===== src/rtl/dvp_cam_tx_if.sv =====
// DVP camera-side bus: 16-bit FWFT pixel source in, 8-bit DVP byte stream out.
interface dvp_cam_tx_if;
   logic [15:0] data_16b;
   logic        data_16b_valid;
   logic        data_16b_rd;
   logic [7:0]  cmos_data;
   logic        cmos_href;
   logic        cmos_vsyn;

   // master: the stream generator (pops pixels, drives DVP lines)
   modport master (
      input  data_16b,
      input  data_16b_valid,
      output data_16b_rd,
      output cmos_data,
      output cmos_href,
      output cmos_vsyn
   );

   // slave: pixel source plus DVP-input consumer
   modport slave (
      output data_16b,
      output data_16b_valid,
      input  data_16b_rd,
      input  cmos_data,
      input  cmos_href,
      input  cmos_vsyn
   );
endinterface


===== src/rtl/dvp_cam_tx.sv =====
// DVP camera-side transmitter: frames a 16-bit pixel source (or an internal
// line/pixel test pattern) into vsyn/href/byte timing, high byte first.
module dvp_cam_tx #(
   parameter int unsigned H_ACTIVE      = 640,
   parameter int unsigned H_BLANK       = 144,
   parameter int unsigned V_ACTIVE      = 480,
   parameter int unsigned VSYNC_LINES   = 3,
   parameter int unsigned V_BACK_LINES  = 17,
   parameter int unsigned V_FRONT_LINES = 10
) (
   input  logic             cmos_pclk,
   input  logic             rst,
   input  logic             frame_en,
   input  logic             pattern_mode,
   dvp_cam_tx_if.master     bus,
   output logic             frame_busy,
   output logic             underflow,
   output logic [7:0]       frame_cnt
);

   localparam int unsigned LINE_LEN  = 2 * H_ACTIVE + H_BLANK;
   localparam int unsigned MAX_LINES =
      (VSYNC_LINES > V_BACK_LINES) ?
         ((VSYNC_LINES  > V_FRONT_LINES) ? VSYNC_LINES  : V_FRONT_LINES) :
         ((V_BACK_LINES > V_FRONT_LINES) ? V_BACK_LINES : V_FRONT_LINES);
   localparam int unsigned CW_RAW = $clog2(MAX_LINES * LINE_LEN);
   localparam int unsigned CW     = (CW_RAW > 9) ? CW_RAW : 9;
   localparam int unsigned LW_RAW = $clog2(V_ACTIVE);
   localparam int unsigned LW     = (LW_RAW > 8) ? LW_RAW : 8;

   localparam logic [CW-1:0] VS_LAST  = CW'(VSYNC_LINES   * LINE_LEN - 1);
   localparam logic [CW-1:0] VB_LAST  = CW'(V_BACK_LINES  * LINE_LEN - 1);
   localparam logic [CW-1:0] VF_LAST  = CW'(V_FRONT_LINES * LINE_LEN - 1);
   localparam logic [CW-1:0] ACT_LAST = CW'(2 * H_ACTIVE - 1);
   localparam logic [CW-1:0] HB_LAST  = CW'(H_BLANK - 1);
   localparam logic [LW-1:0] LINE_LAST = LW'(V_ACTIVE - 1);

   typedef enum logic [2:0] {
      IDLE,
      VSYNC,
      VBACK,
      ACTIVE,
      HBLANK,
      VFRONT
   } state_t;

   state_t          state;
   logic [CW-1:0]   cyc_cnt;
   logic [LW-1:0]   line_cnt;
   logic            pat_mode;
   logic [7:0]      lo_hold;

   logic            launch_hi;
   logic            launch_lo;
   logic [7:0]      pat_line;
   logic [7:0]      pat_pix;
   logic [15:0]     nxt_pixel;

   // Decide whether the coming edge launches a high byte (new pixel) or the
   // held low byte, and which line/pixel index that pixel belongs to.
   always_comb begin
      launch_hi = 1'b0;
      launch_lo = 1'b0;
      pat_line  = 8'(line_cnt);
      pat_pix   = 8'd0;
      unique case (state)
         VBACK: begin
            launch_hi = (cyc_cnt == VB_LAST);
            pat_line  = 8'd0;
         end
         ACTIVE: begin
            if (cyc_cnt[0]) begin
               launch_hi = (cyc_cnt != ACT_LAST);
               pat_pix   = 8'(cyc_cnt >> 1) + 8'd1;
            end else begin
               launch_lo = 1'b1;
            end
         end
         HBLANK: begin
            launch_hi = (cyc_cnt == HB_LAST) && (line_cnt != LINE_LAST);
            pat_line  = 8'(line_cnt + LW'(1));
         end
         default: ;
      endcase
   end

   assign nxt_pixel = pat_mode ? {pat_line, pat_pix}
                    : (bus.data_16b_valid ? bus.data_16b : '0);

   assign bus.data_16b_rd = ~rst & launch_hi & ~pat_mode;

   // Frame FSM with registered DVP outputs; each branch sets the outputs for
   // the state being entered so they line up with the state register.
   always_ff @(posedge cmos_pclk) begin
      if (rst) begin
         state         <= IDLE;
         cyc_cnt       <= '0;
         line_cnt      <= '0;
         pat_mode      <= 1'b0;
         lo_hold       <= '0;
         bus.cmos_data <= '0;
         bus.cmos_href <= 1'b0;
         bus.cmos_vsyn <= 1'b0;
         frame_busy    <= 1'b0;
         underflow     <= 1'b0;
         frame_cnt     <= '0;
      end else begin
         bus.cmos_data <= '0;
         bus.cmos_href <= 1'b0;
         bus.cmos_vsyn <= 1'b0;
         frame_busy    <= 1'b1;
         cyc_cnt       <= cyc_cnt + CW'(1);

         if (launch_hi) begin
            bus.cmos_data <= nxt_pixel[15:8];
            lo_hold       <= nxt_pixel[7:0];
            if (!pat_mode && !bus.data_16b_valid)
               underflow <= 1'b1;
         end else if (launch_lo) begin
            bus.cmos_data <= lo_hold;
         end

         unique case (state)
            IDLE: begin
               cyc_cnt    <= '0;
               frame_busy <= 1'b0;
               if (frame_en) begin
                  state         <= VSYNC;
                  bus.cmos_vsyn <= 1'b1;
                  frame_busy    <= 1'b1;
                  frame_cnt     <= frame_cnt + 8'd1;
                  underflow     <= 1'b0;
                  pat_mode      <= pattern_mode;
               end
            end
            VSYNC: begin
               if (cyc_cnt == VS_LAST) begin
                  state   <= VBACK;
                  cyc_cnt <= '0;
               end else begin
                  bus.cmos_vsyn <= 1'b1;
               end
            end
            VBACK: begin
               if (cyc_cnt == VB_LAST) begin
                  state         <= ACTIVE;
                  cyc_cnt       <= '0;
                  line_cnt      <= '0;
                  bus.cmos_href <= 1'b1;
               end
            end
            ACTIVE: begin
               if (cyc_cnt == ACT_LAST) begin
                  state   <= HBLANK;
                  cyc_cnt <= '0;
               end else begin
                  bus.cmos_href <= 1'b1;
               end
            end
            HBLANK: begin
               if (cyc_cnt == HB_LAST) begin
                  cyc_cnt <= '0;
                  if (line_cnt == LINE_LAST) begin
                     state <= VFRONT;
                  end else begin
                     state         <= ACTIVE;
                     line_cnt      <= line_cnt + LW'(1);
                     bus.cmos_href <= 1'b1;
                  end
               end
            end
            VFRONT: begin
               if (cyc_cnt == VF_LAST) begin
                  cyc_cnt <= '0;
                  if (frame_en) begin
                     state         <= VSYNC;
                     bus.cmos_vsyn <= 1'b1;
                     frame_cnt     <= frame_cnt + 8'd1;
                     underflow     <= 1'b0;
                     pat_mode      <= pattern_mode;
                  end else begin
                     state      <= IDLE;
                     frame_busy <= 1'b0;
                  end
               end
            end
            default: state <= IDLE;
         endcase
      end
   end

endmodule


===== src/flat_wrapper.sv =====
// flat-port wrapper written by rule: the top's interface ports become plain ports
module dvp_cam_tx_flat 
#(
   parameter int unsigned H_ACTIVE      = 640,
   parameter int unsigned H_BLANK       = 144,
   parameter int unsigned V_ACTIVE      = 480,
   parameter int unsigned VSYNC_LINES   = 3,
   parameter int unsigned V_BACK_LINES  = 17,
   parameter int unsigned V_FRONT_LINES = 10
)
  (cmos_pclk, rst, frame_en, pattern_mode, frame_busy, underflow, frame_cnt, bus_data_16b, bus_data_16b_valid, bus_data_16b_rd, bus_cmos_data, bus_cmos_href, bus_cmos_vsyn);
  dvp_cam_tx_if bus_i ();
  input  logic cmos_pclk;
  input  logic rst;
  input  logic frame_en;
  input  logic pattern_mode;
  output logic frame_busy;
  output logic underflow;
  output logic [7:0] frame_cnt;
  input wire logic [$bits(bus_i.data_16b)-1:0] bus_data_16b;
  input wire logic [$bits(bus_i.data_16b_valid)-1:0] bus_data_16b_valid;
  output wire logic [$bits(bus_i.data_16b_rd)-1:0] bus_data_16b_rd;
  output wire logic [$bits(bus_i.cmos_data)-1:0] bus_cmos_data;
  output wire logic [$bits(bus_i.cmos_href)-1:0] bus_cmos_href;
  output wire logic [$bits(bus_i.cmos_vsyn)-1:0] bus_cmos_vsyn;
  assign bus_i.data_16b = bus_data_16b;
  assign bus_i.data_16b_valid = bus_data_16b_valid;
  assign bus_data_16b_rd = bus_i.data_16b_rd;
  assign bus_cmos_data = bus_i.cmos_data;
  assign bus_cmos_href = bus_i.cmos_href;
  assign bus_cmos_vsyn = bus_i.cmos_vsyn;
  dvp_cam_tx #(.H_ACTIVE(H_ACTIVE), .H_BLANK(H_BLANK), .V_ACTIVE(V_ACTIVE), .VSYNC_LINES(VSYNC_LINES), .V_BACK_LINES(V_BACK_LINES), .V_FRONT_LINES(V_FRONT_LINES)) u_core (.cmos_pclk(cmos_pclk), .rst(rst), .frame_en(frame_en), .pattern_mode(pattern_mode), .bus(bus_i), .frame_busy(frame_busy), .underflow(underflow), .frame_cnt(frame_cnt));
endmodule

===== config.mk =====
export PLATFORM = sky130hd
export DESIGN_NAME = dvp_cam_tx_flat
export DESIGN_NICKNAME = d
export VERILOG_FILES = /design/src/rtl/dvp_cam_tx_if.sv /design/src/rtl/dvp_cam_tx.sv /design/src/flat_wrapper.sv
export SDC_FILE = /design/constraint.sdc
export NUM_CORES = 1
export LEC_CHECK = 0
export CORE_ASPECT_RATIO = 2
export CORE_MARGIN = 1.5
export CORE_UTILIZATION = 37
export DETAILED_ROUTE_END_ITERATION = 12
export PLACE_DENSITY_LB_ADDON = 0.12
export REMOVE_ABC_BUFFERS = 1
export SETUP_SLACK_MARGIN = 0.4
export SKIP_CTS_REPAIR_TIMING = 1
export SYNTH_ARGS = -nofsm -noshare
export SYNTH_HDL_FRONTEND = slang
export SYNTH_SLANG_ARGS = --single-unit
export TNS_END_PERCENT = 5

===== constraint.sdc =====
create_clock -name cmos_pclk -period 6.6 [get_ports cmos_pclk]
set_clock_uncertainty 0.2 [all_clocks]
set_input_delay 0.66 -clock cmos_pclk [delete_from_list [all_inputs] [get_ports cmos_pclk]]
set_output_delay 0.66 -clock cmos_pclk [all_outputs]
set_load 0.01 [all_outputs]

==> results.yml, run 1 <==
worst_setup_path:
  crit_arrival_ns: 3.53
  worstSetupStartpointType: "register"
  crit_required_ns: 5.74
  crit_type: "reg -> out"
  cp-end-kind: "output port"
  crit_fanout: 12
global_route:
  grt_pass1_wl_mm: 13.64
  grt_antenna_before_repair: 0
  grt_max_degree: 47
  track_usage: 0.2026
  grt_pass1_vias: 2762
  grt.overflow.total: 0
yosys:
  synth.top_cells.by_area: "dfxtp_1 36%, nor2_1 7.2%, xnor2_1 4.2%, xor2_1 3.4%, nand2_1 3.3%"
  synth-main-ff-cell: "dfxtp_1"
  ys_types: 65
  synth_seq_cells: 56
  async_reset_ff_frac: 0
  ys_seq_area_frac: 0.3622
  syn_inst: 375
  avgSynthCellArea_um2: 8.255
  synth_top_area_frac: 0.3622
  syn-cell-area_um2: 3095
  synth_top_area_cell: "dfxtp_1"
  yosys_warnings: 0
  synth-edff-count: 0
timing:
  rsz0062_at_grt: "no"
  drv_slew: 0
  setup_violations: 0
  final.setup.tns_ns: 0
  fin_crit_sh: 0.6649
  min_period_ns: 4.388
  max_slew_margin: 0.4415
  worstMarginPinSlew_ns: 0.8347
  worst_slack_ns: 2.212
  fmax_mhz: 227.9
  fin_hold_ws_ns: 0.2700
  finalHoldViolCount: 0
drt:
  dr_total_vias: 2865
  wirelength_mm: 8.629
  drtIter0Drc: 171
  drtPass1Iterations: 4
  drcViolationCount: 0
  via_per_inst: 5.741
  wl_per_cell_um: 17.29
  ant_nets: 0
final_layout:
  finish.utilization: 0.4506
  stdcell_area_um2: 3684
  mostFrequentLayoutCell: "nor2_1"
  antennaDiodeCount: 0
  layout.nets: 426
  layoutNonFillerInstCount: 499
  num-fill-cells: 828
  drive_gt1_frac: 0.07731
  area_growth_pct: 19.00
  mostFrequentLayoutCells: "59 x nor2_1, 56 x dfxtp_1, 40 x clkdlybuf4s50_1, 27 x nand2_1, 16 x nor3_1"
floorplanning:
  die_y_um: 132.4
  start_util: 0.3787
  coreArea_um2: 8174
  ios: 42
  dieArea_um2: 8957
  num_rows: 47
  die_w_um: 67.68
cts:
  htree_levels: 2
  root_buffer: "clkbuf_16"
  clk_latency_ns: 0.30
  clk_pin_slew_ns: 0.08
  clkSinkCount: 56
  cts_tree: "done"
  max-clock-path-buffers: 2
  numCtsBuffers: 5
placed_design:
  pre_cts_slack_ns: 2.572
  placed_cell_area_um2: 3531
  port_buffers: 41
  hpwl_mm: 6.472
  gp_congestion: 0.8911
  place_inst: 491
job:
  drv_cap: 0
pwr:
  power_density_nw_per_um2: 246.1
  vdd_drop_max_uv: 151.0
  total_power_mw: 0.9064
  leakagePower_nw: 1.235
run_status:
  status: "completed"
worst_hold_path:
  hp-class: "reg -> reg"
-- per-layer routing --
layer / global-route usage / vias to the layer above / share of wire
met5: 0 / - / 0
met4: 0.1372 / 0 / 0.057
met3: 0.03587 / 30 / 0.029
met2: 0.3600 / 60 / 0.55
met1: 0.2005 / 1362 / 0.36
li1: - / 1413 / -
-- sequential cells by signal, indices dropped and copies added (netlist names) --
register	cells
u_core.bus.cmos_vsyn	1
u_core.underflow	1
u_core.state	3
u_core.bus.cmos_href	1
u_core.frame_cnt	8
u_core.line_cnt	9
u_core.cyc_cnt	15
u_core.bus.cmos_data	8
u_core.pat_mode	1
u_core.lo_hold	8
u_core.frame_busy	1
-- report_power, final --
group	leakage [nW]	internal [mW]	switching, mW
Sequential	0.452	0.358	0.0453
Clock	0.0719	0.144	0.132
Combinational	0.711	0.101	0.126
Total	1.24	0.603	0.303
-- final timing paths --
| kind | from | endpoint | slack [ns] | cells past startpoint |
|---|---|---|---|---|
| setup / recovery | u_core.cyc_cnt[0] | bus_data_16b_rd | 2.21 | 8 |
| hold / removal | u_core.lo_hold[5] | u_core.bus.cmos_data[5] | 0.27 | 2 |
| setup reg to reg | u_core.cyc_cnt[0] | u_core.frame_cnt[7] | 3.66 | 7 |
| hold reg to reg | u_core.lo_hold[5] | u_core.bus.cmos_data[5] | 0.27 | 2 |
-- cells in the mapped netlist, drive strengths merged (2+ instances only) --
library cell  instances
nor4b                 2
a32o                  3
a31oi                 5
o31ai                 3
nor3b                 5
a21oi                15
a211oi                4
nor2                 60
buf                   7
a221oi                9
nand2b                3
a32oi                 2
a22oi                 5
and3                  5
a21o                  5
nand3                14
clkbuf               20
xor2                 12
xnor2                15
or4                   2
dfxtp                56
a311oi                4
mux2                  2
nand3b                2
inv                   8
a22o                  2
nor2b                 6
o21bai                3
nand2                27
nand4                13
ha                    5
and4                  4
nor3                 17
o21ai                 8
nor4                  4
-- logic make-up after synthesis --
kind of cell             share of synthesized area
flip-flops                                  0.3622
AND/OR/NAND/NOR                             0.2955
XOR/XNOR                                   0.07640
adder cells (fa/ha/maj)                    0.02021
multiplexers                               0.01172
buffers and inverters                      0.04931
AO/OA/AOI/OAI                               0.1847
-- worst max-delay path: stages, from the launching register on --
cell and delay [ns]:
dfxtp_1 0.54, ha_1 0.29, and4b_1 0.24, nand4_1 0.20, o32ai_1 0.34, buf_4 0.24, a21oi_1 0.17, a2111oi_0 0.57
clkdlybuf4s50_1 0.64
-- area by class of cell --
type | instances | area, um^2 | area share
Clock buffer | 5 | 125.1 | 0.03397
Clock inverter | 3 | 27.53 | 0.007473
Inverter | 8 | 30.03 | 0.008152
Multi-Input combinational cell | 284 | 1822 | 0.4946
Sequential cell | 56 | 1121 | 0.3043
Tap cell | 98 | 122.6 | 0.03329
Timing Repair Buffer | 45 | 435.4 | 0.1182
Note: power is estimated with default switching activity, not from simulation.
==> run 2, diff against run 1 <==
==> constraint.sdc (replaced) <==
create_clock -name cmos_pclk -period 4.47 [get_ports cmos_pclk]
set_clock_uncertainty 0.2 [all_clocks]
set_input_delay 0.447 -clock cmos_pclk [delete_from_list [all_inputs] [get_ports cmos_pclk]]
set_output_delay 0.447 -clock cmos_pclk [all_outputs]
set_load 0.01 [all_outputs]
==> run 2 against run 1 <==
  * Combinational power up 46%
  * Worst hold slack got worse by 0.016 ns
  * First-iteration DRC count up 9.4%
  * Routed wire length rose by 1.4%
  * Core utilization grew 0.17 points
==> results.yml, run 2 (synthesis gave the netlist of run 1 again) <==
run_status:
  status: "completed"
placed_design:
  placed_cell_area_um2: 3531
  gp_congestion: 0.8800
  port_buffers: 41
  hpwl_mm: 6.539
global_route:
  grt_pass1_wl_mm: 13.87
  grt_max_degree: 46
  track_usage: 0.2082
  grt.overflow.total: 0
  grt_antenna_before_repair: 0
  grt_pass1_vias: 2789
worst_setup_path:
  slowest_delay_ns: 0.63
  crit_fanout: 16
  critPathSlowestCell: "or3b_2"
  worstSetupStartpointType: "register"
  ff2ff_setup_slack_ns: 1.62
  reg2regPathDepth: 6
  r2r_start: "u_core.state[2]"
  crit_arrival_ns: 3.26
  crit_type: "reg -> out"
  cp-end-kind: "output port"
  crit_chain: "or3b_2 > o32ai_1 > a21oi_1 > a2111oi_2 > clkdlybuf4s50_1"
  regToRegEndpoint: "u_core.underflow"
  crit_required_ns: 3.82
final_layout:
  layout.nets: 426
  num-fill-cells: 825
  top_register: "u_core.cyc_cnt"
  largest_register_ffs: 15
  multiInputGateArea_um2: 1834
  drive_gt1_frac: 0.08479
  mostFrequentLayoutCells: "59 x nor2_1, 55 x dfxtp_1, 40 x clkdlybuf4s50_1, 27 x nand2_1, 16 x nor3_1"
  mostFrequentLayoutCell: "nor2_1"
  seq_area_um2: 1122
  antennaDiodeCount: 0
  stdcell_area_um2: 3697
  largest_registers: "u_core.cyc_cnt (15), u_core.line_cnt (9)"
  area_growth_pct: 19.44
floorplanning:
  die_y_um: 132.4
  start_util: 0.3787
  dieArea_um2: 8957
  die_w_um: 67.68
  coreArea_um2: 8174
  ios: 42
  num_rows: 47
drt:
  wl_per_cell_um: 17.53
  dr_total_vias: 2833
  via_per_inst: 5.677
  ant_nets: 0
  drtPass1Iterations: 4
  drtIter0Drc: 187
  drcViolationCount: 0
  wirelength_mm: 8.748
pwr:
  switching_share: 0.3362
  p_switching_mw: 0.4506
  pwr-share-comb: 0.248
  power_frac_seq: 0.446
  vdd_drop_max_uv: 161.4
  total_power_mw: 1.340
  power_density_nw_per_um2: 362.5
  power.internal_mw: 0.8897
  leakagePower_nw: 1.239
  clkPwrFrac: 0.307
timing:
  fin_hold_ws_ns: 0.2543
  min_period_ns: 3.907
  fmax_mhz: 255.9
  final.setup.tns_ns: 0
  rsz0062_at_grt: "no"
  worstMarginPinSlew_ns: 0.8816
  setup_violations: 0
  max_slew_margin: 0.4101
  finalHoldViolCount: 0
  fin_crit_sh: 0.8741
  drv_slew: 0
worst_hold_path:
  hp-class: "reg -> reg"
  worstHoldStart: "u_core.lo_hold[5]"
  worstHoldPathCells: 2
  holdPathEnd: "u_core.bus.cmos_data[5]"
cts:
  root_buffer: "clkbuf_16"
  max-clock-path-buffers: 2
  cts_tree: "done"
  htree_levels: 2
  clk_latency_ns: 0.31
  clk_pin_slew_ns: 0.08
  clkSinkCount: 56
  numCtsBuffers: 5
job:
  drv_cap: 0
[run 2: cell count changes in the layout (fill, tap and decap cells not counted)]
cell | before | now
a2111oi_0 | 1 | 0
a2111oi_2 | 0 | 1
dfxtp_1 | 56 | 55
dfxtp_2 | 0 | 1
nor4_1 | 1 | 0
nor4_2 | 3 | 4
[run 2: metal layers]
layer,global-route usage,share of wire
met2,0.3791,0.56
met1,0.2097,0.36
met3,0.02904,0.030
met4,0.1247,0.052
met5,0,0
[run 2: through the flow]
step | setup WS (ns) | utilization | std cells
after global placement | 0.7338 | 0.4320 | 491
after floorplan | 0.7922 | - | 348
final | 0.5626 | 0.4523 | 499
after CTS | 0.2974 | 0.4506 | 499
after detailed placement | 0.6800 | 0.4320 | 491
after global routing | 0.4212 | 0.4523 | 499
[run 2: worst max path at each step]
stage          slack (ns)         startpoint  cells after the start               to
5_1_grt              0.42    u_core.state[2]                      5  bus_data_16b_rd
4_1_cts              0.30  u_core.cyc_cnt[0]                      7  bus_data_16b_rd
6_report             0.56    u_core.state[2]                      5  bus_data_16b_rd
3_5_place_dp         0.68  u_core.cyc_cnt[0]                      7  bus_data_16b_rd
2_1_floorplan        0.79  u_core.cyc_cnt[0]                      6  bus_data_16b_rd
3_3_place_gp         0.73  u_core.cyc_cnt[0]                      7  bus_data_16b_rd
[run 2: critical path, delay by kind of cell (launching register included)]
kind,cells,cell delay [ns]
flip-flops,1,0.59
AND/OR/NAND/NOR,1,0.63
buffers and inverters,1,0.61
AO/OA/AOI/OAI,3,1.13
[run 2: final cells by class]
class / instances / share of cell area
Inverter: 8 / 0.008122
Tap cell: 98 / 0.03316
Clock inverter: 3 / 0.007445
Sequential cell: 56 / 0.3036
Clock buffer: 5 / 0.03384
Timing Repair Buffer: 45 / 0.1178
Multi-Input combinational cell: 284 / 0.4961
[run 2: power by group through the flow]
| stage | Clock (mW) | Sequential [mW] | Combinational [mW] |
|---|---|---|---|
| 6_report | 0.411 | 0.597 | 0.332 |
| 5_1_grt | 0.442 | 0.607 | 0.369 |
| 3_5_place_dp | 0 | 0.608 | 0.334 |
| 4_1_cts | 0.426 | 0.597 | 0.336 |
| 2_1_floorplan | 0 | 0.596 | 0.211 |
| 3_3_place_gp | 0 | 0.604 | 0.336 |
